<file path="src/rtl/serial_sub_ctrl.sv">
// Bit-serial W-bit subtractor controller: one full-subtractor cell (two half-subtractors + OR)
// iterated LSB first. Optional `zero` flag output enabled by defining SERIAL_SUB_ZERO_EN.
module serial_sub_ctrl #(
    parameter int W = 8
) (
    input  logic         clk,
    input  logic         rst_n,
    input  logic         start,
    input  logic [W-1:0] a,
    input  logic [W-1:0] b,
    output logic         ready,
    output logic [W-1:0] diff,
    output logic         borr,
    output logic         done
`ifdef SERIAL_SUB_ZERO_EN
    ,
    output logic         zero
`endif
);

    localparam int CW = $clog2(W);

    typedef enum logic [1:0] {
        IDLE = 2'd0,
        RUN  = 2'd1,
        DONE = 2'd2
    } state_t;

    state_t          state_reg;
    state_t          state_next;
    logic [W-1:0]    sa;
    logic [W-1:0]    sb;
    logic [W-1:0]    sd;
    logic            bq;
    logic [CW-1:0]   cnt;

    logic            x;
    logic            y;
    logic            hs1_d;
    logic            hs1_b;
    logic            d;
    logic            hs2_b;
    logic            bout;
    logic            last_bit;
    logic [W-1:0]    sd_next;

    // Full subtractor: first stage x-y, second stage subtracts the incoming borrow.
    assign x        = sa[0];
    assign y        = sb[0];
    assign hs1_d    = x ^ y;
    assign hs1_b    = ~x & y;
    assign d        = hs1_d ^ bq;
    assign hs2_b    = ~hs1_d & bq;
    assign bout     = hs1_b | hs2_b;
    assign sd_next  = {d, sd[W-1:1]};
    assign last_bit = (cnt == CW'(W - 1));

    always_comb begin
        state_next = state_reg;
        ready      = 1'b0;
        done       = 1'b0;
        case (state_reg)
            IDLE: begin
                ready = 1'b1;
                if (start) state_next = RUN;
            end
            RUN: begin
                if (last_bit) state_next = DONE;
            end
            DONE: begin
                done       = 1'b1;
                state_next = IDLE;
            end
            default: state_next = IDLE;
        endcase
    end

    always_ff @(posedge clk or negedge rst_n) begin
        if (!rst_n) begin
            state_reg <= IDLE;
            sa        <= '0;
            sb        <= '0;
            sd        <= '0;
            bq        <= 1'b0;
            cnt       <= '0;
            diff      <= '0;
            borr      <= 1'b0;
`ifdef SERIAL_SUB_ZERO_EN
            zero      <= 1'b0;
`endif
        end else begin
            state_reg <= state_next;
            case (state_reg)
                IDLE: begin
                    if (start) begin
                        sa  <= a;
                        sb  <= b;
                        bq  <= 1'b0;
                        cnt <= '0;
                    end
                end
                RUN: begin
                    sd  <= sd_next;
                    sa  <= {1'b0, sa[W-1:1]};
                    sb  <= {1'b0, sb[W-1:1]};
                    bq  <= bout;
                    cnt <= cnt + CW'(1);
                    // Results are published only here, so they stay stable through IDLE and the next run.
                    if (last_bit) begin
                        diff <= sd_next;
                        borr <= bout;
`ifdef SERIAL_SUB_ZERO_EN
                        zero <= (sd_next == '0);
`endif
                    end
                end
                default: ;
            endcase
        end
    end

endmodule

</file>
<file path="config.mk">
export PLATFORM = sky130hd
export DESIGN_NAME = serial_sub_ctrl
export DESIGN_NICKNAME = d
export VERILOG_FILES = /design/src/rtl/serial_sub_ctrl.sv
export SDC_FILE = /design/constraint.sdc
export NUM_CORES = 1
export LEC_CHECK = 0
export BUFFER_PORTS_ARGS = -buffer_cell sky130_fd_sc_hd__buf_2
export CAP_MARGIN = 20
export CORE_ASPECT_RATIO = 1.2
export CORE_MARGIN = 4
export CORE_UTILIZATION = 45
export DETAILED_ROUTE_END_ITERATION = 10
export GPL_ROUTABILITY_DRIVEN = 1
export PLACE_DENSITY = 0.68
export SLEW_MARGIN = 10
export SYNTH_ARGS = -nofsm -noshare
export SYNTH_HDL_FRONTEND = slang
export SYNTH_SLANG_ARGS = --single-unit
</file>
<file path="constraint.sdc">
create_clock -name clk -period 2.5 [get_ports clk]
set_clock_uncertainty 0.2 [all_clocks]
set_input_delay 0.5 -clock clk [delete_from_list [all_inputs] [get_ports clk]]
set_output_delay 0.5 -clock clk [all_outputs]
set_load 0.03 [all_outputs]
</file>
======== Word level (Yosys, flattened, before mapping) ========
Cells that the tools add are included.
word-level totals
  register bits after elaboration ......... 39
  output and inout port bits .............. 11
  word-level logic and storage cells ...... 39
cells by class
  add/subtract/negate cells ............... 1
  equal/unequal tests ..................... 5
  mux-type cells .......................... 13
  bitwise gates (word level) .............. 7
  reductions and logical operators ........ 5
operators by type and width
  cell                 number
  $pmux 8 s2           2
  $mux 8               2
  $pmux 3 s2           1
  $reduce_and 2->1     3
  $mux 2               2
  $ne 2x2->1 const B   2
  $pmux 2 s2           1
  $add 3x1->3 const B  1
  $eq 3x3->1 const B   1
  $mux 1               3
  $mux 3               1
  $and 1x1->1          2
  $eq 2x1->1 const B   1
  $eq 2x2->1 const B   1
  $logic_not 2->1      1
  $not 1->1            2
  $pmux 1 s2           1
  $reduce_bool 2->1    1
  $xor 1x1->1          2
  $or 1x1->1           1

======== Logic depth before layout (Yosys ltp) ========
  depth after elaboration ................. 5
  gate-level depth with buffers ........... 6
  mapped depth without buffers ............ 5

======== Worst setup path after synthesis ========
OpenSTA, ideal clock, no wires.
  path kind ............................... register to output
  start point ............................. register state_reg[1]
  end point ............................... output port done
  arrival ................................. 1.098 ns
  data required time ...................... 1.800 ns
  slack ................................... 0.702 ns
  cell stages (with the launch flop) ...... 5
  path through ............................ dfrtp_1 -> buf_6 -> inv_1 -> buf_2 -> nor2_1
on the way
  cells in the longest elaborated chain, start to end .. 2
RTL lines
  element                 RTL line  RTL
  from (decl)             29        state_t state_reg;
  from (signal assigned)  92        state_reg <= state_next;
  $eq 2x2->1              62        case (state_reg)
  $mux 1                  62
  to (decl)               14        output logic done
No other way between the ends.

======== Final worst setup path ========
Ends and elaborated chain as after synthesis.

==> run_results.csv <==
group,metric,value,unit
timing,hold_viol_final,0,
timing,setup_violations,0,
clock_tree,cts_resized,0,
clock_tree,cts_tree,"done",
route,drtIter0Drc,55,
global_route,grt_pass1_wl,5060,µm
placement,io_buffers,29,
global_route,track_usage,13.9,%
clock_tree,hold_buffers,0,
placement,gp_congestion,0.742,
worst_setup_path,cp.required,1.80,ns
global_route,antenna_found_initial,0,
job,maxCapViolations,0,
floorplanning,rows,24,
route,viasPerCell,5.85,
floorplanning,io-pin-count,30,
floorplanning,die_w,63.6,µm
placement,dp_slack,0.619,ns
worst_setup_path,r2r_slack,0.65,ns
yosys,yosys_warnings,0,
timing,drv_slew,0,
worst_setup_path,critPathMaxStageDelay,0.52,ns
clock_tree,cts_made_buffers,5,
power,power.leakage,0.000893,µW
clock_tree,clk_transition_reported_paths,0.08,ns
clock_tree,cts_max_path_buffers,2,
yosys,syn_inst,130,
yosys,synth.area.top_cells,"dfrtp_1 57%, o22ai_1 7.9%, mux2_4 6.3%",
clock_tree,cts_sinks,38,
finish,syn_to_final_growth,12.5,%
worst_setup_path,cp-end-kind,"primary output",
yosys,yosysMostFrequentCell,"dfrtp_1",
power,pwr-share-clk,16.7,%
finish,reg_top3,"diff x8, sa x8, sb x8",
floorplanning,die_area,0.00476,mm²
clock_tree,root_buffer,"clkbuf_8",
timing,worst_slack,0.332,ns
timing,tightest_slew,0.829,ns
clock_tree,htreeDepth,2,
route,first_pass_iters,4,
worst_setup_path,arrival,1.47,ns
timing,fin_crit,2.17,ns
yosys,yosysUniqueCellTypes,24,
timing,grt_setup_unrepaired,"false",
yosys,synthTopCellsByCount,"38 x dfrtp_1, 21 x o22ai_1, 8 x a21oi_1, 8 x mux2_2, 7 x mux2_4",
timing,fin_tns_setup,0,ns
global_route,grt_overflow_total,0,
placement,hpwl,2170,µm
clock_tree,worstSkewPairLatency,0.29,ns
finish,final_layout_size_suffix_gt1_share,35.0,%
route,num_vias,1147,
finish,fill_cells,321,
power,p_switching,941,µW
power,powerDensity,1370,mW/mm²
global_route,grt_pass1_vias,1125,
power,p_sw_share,36.6,%
yosys,synth_ff_type,"dfrtp_1",
route,final_antenna_net_count,0,
route,wl,3070,µm
floorplanning,start_util,46.4,%
worst_setup_path,slowest_stage,"dfrtp_1",
route,drc,0,
yosys,netlist_area,0.00167,mm²
floorplanning,fp.dieH,74.8,µm
timing,timing.fmax,0.461,GHz
yosys,synth_top_area_cell,"dfrtp_1",
yosys,synthArstFlopShare,100,%
outcome,status,"finished clean",
finish,fin_nets,178,
worst_setup_path,start_kind,"flip-flop",
timing,period_share,86.7,%
power,seq_power_share,43.4,%
yosys,yosysSeqAreaShare,56.9,%
yosys,yosysTopAreaCellShare,56.9,%
finish,diodes,0,
worst_setup_path,worstPathCellList,"inv_1 > nor2_1 > buf_2",
floorplanning,core_area,0.00360,mm²
worst_setup_path,criticalPathCategory,"reg -> out",
power,combPwrFrac,40.0,%
timing,slew_headroom,44.8,%
power,peakVddDrop,562,µV
worst_setup_path,crit_fanout,14,
global_route,grt_max_degree,39,
yosys,synthesis.nets,152,
yosys,syn_avg_cell_area,12.9,µm²
route,wl_per_cell,15.6,µm
yosys,synth_seq_cells,38,
power,power.internal,1630,µW
yosys,synth-edff-count,0,
clock_tree,postCtsSetupRepairBufs,0,
min_path,hold_class,"in -> async",
-- cell families after synthesis --
| family | after synthesis | synth area share, % |
|---|---|---|
| multiplexers | 15 | 11.7 |
| adder cells (fa/ha/maj) | 3 | 2.69 |
| AO/OA/AOI/OAI | 44 | 17.4 |
| buffers and inverters | 15 | 5.91 |
| flip-flops | 38 | 56.9 |
| AND/OR/NAND/NOR | 15 | 5.46 |
-- layout by cell type (no fill, tap or decap), types with 3 or more instances in the layout --
| cell | count |
|---|---|
| nand2_1 | 3 |
| a21oi_1 | 8 |
| nand2b_1 | 4 |
| a2bb2oi_1 | 6 |
| mux2_4 | 7 |
| dfrtp_1 | 38 |
| mux2_2 | 8 |
| buf_2 | 29 |
| clkbuf_8 | 6 |
| o21ai_0 | 4 |
| nor2_1 | 4 |
| o22ai_1 | 21 |
| inv_1 | 5 |
-- critical path: cells and delay by family (launching register included) --
kind | cells | cell delay [ns]
buf+inv | 2 | 0.50
flops | 1 | 0.52
simple gates | 1 | 0.17
-- layout make-up --
type	instances	area [µm²]	area share [%]
sequential	38	951	50.6
clock inverter	2	12.5	0.665
clock buffer	6	82.6	4.39
multi-input combinational	77	622	33.1
timing repair buffer	29	145	7.72
inverter	5	18.8	0.998
tap	39	48.8	2.59
-- per-stage QoR --
step                util [%]  instance area (µm²)  total power, µW  hold WS, ns  cells
floorplan                  -                 1670             1960      0.00441    130
global placement        49.5                 1790             2110        0.270    188
detailed placement      49.5                 1790             2160        0.281    188
CTS                     52.2                 1880             2600        0.119    196
global route            52.2                 1880             2760        0.179    196
finish                  52.2                 1880             2570        0.110    196
-- path summary, 6_finish.rpt --
path,from,to,cells after the start
min reg2reg,sb[7]$_DFFE_PN0P_,sb[7]$_DFFE_PN0P_,1
min,rst_n,diff[4]$_DFFE_PN0P_,1
max reg2reg,state_reg[1]$_DFFE_PN0P_,sd[1]$_DFFE_PN0N_,2
min in group clk,b[7],sb[7]$_DFFE_PN0P_,2
max in group asynchronous,rst_n,sa[3]$_DFFE_PN0P_,1
max,state_reg[1]$_DFFE_PN0P_,done,3
-- metal layers --
layer | vias up | track usage [%] | share of wire (%)
met3 | 4 | 5.22 | 6.6
met4 | 0 | 5.28 | 0.95
met1 | 566 | 16.9 | 42
li1 | 537 | - | -
met5 | - | 0 | 0
met2 | 40 | 22.6 | 50
-- power by group through the flow --
| stage | combinational (µW) | clock, µW | sequential (µW) |
|---|---|---|---|
| finish | 1030 | 428 | 1110 |
| global route | 1130 | 472 | 1160 |
| CTS | 1040 | 447 | 1120 |
| detailed placement | 1040 | 0 | 1130 |
| global placement | 1000 | 0 | 1110 |
| floorplan | 759 | 0 | 1210 |
Note: power is estimated with default switching activity, not from simulation.
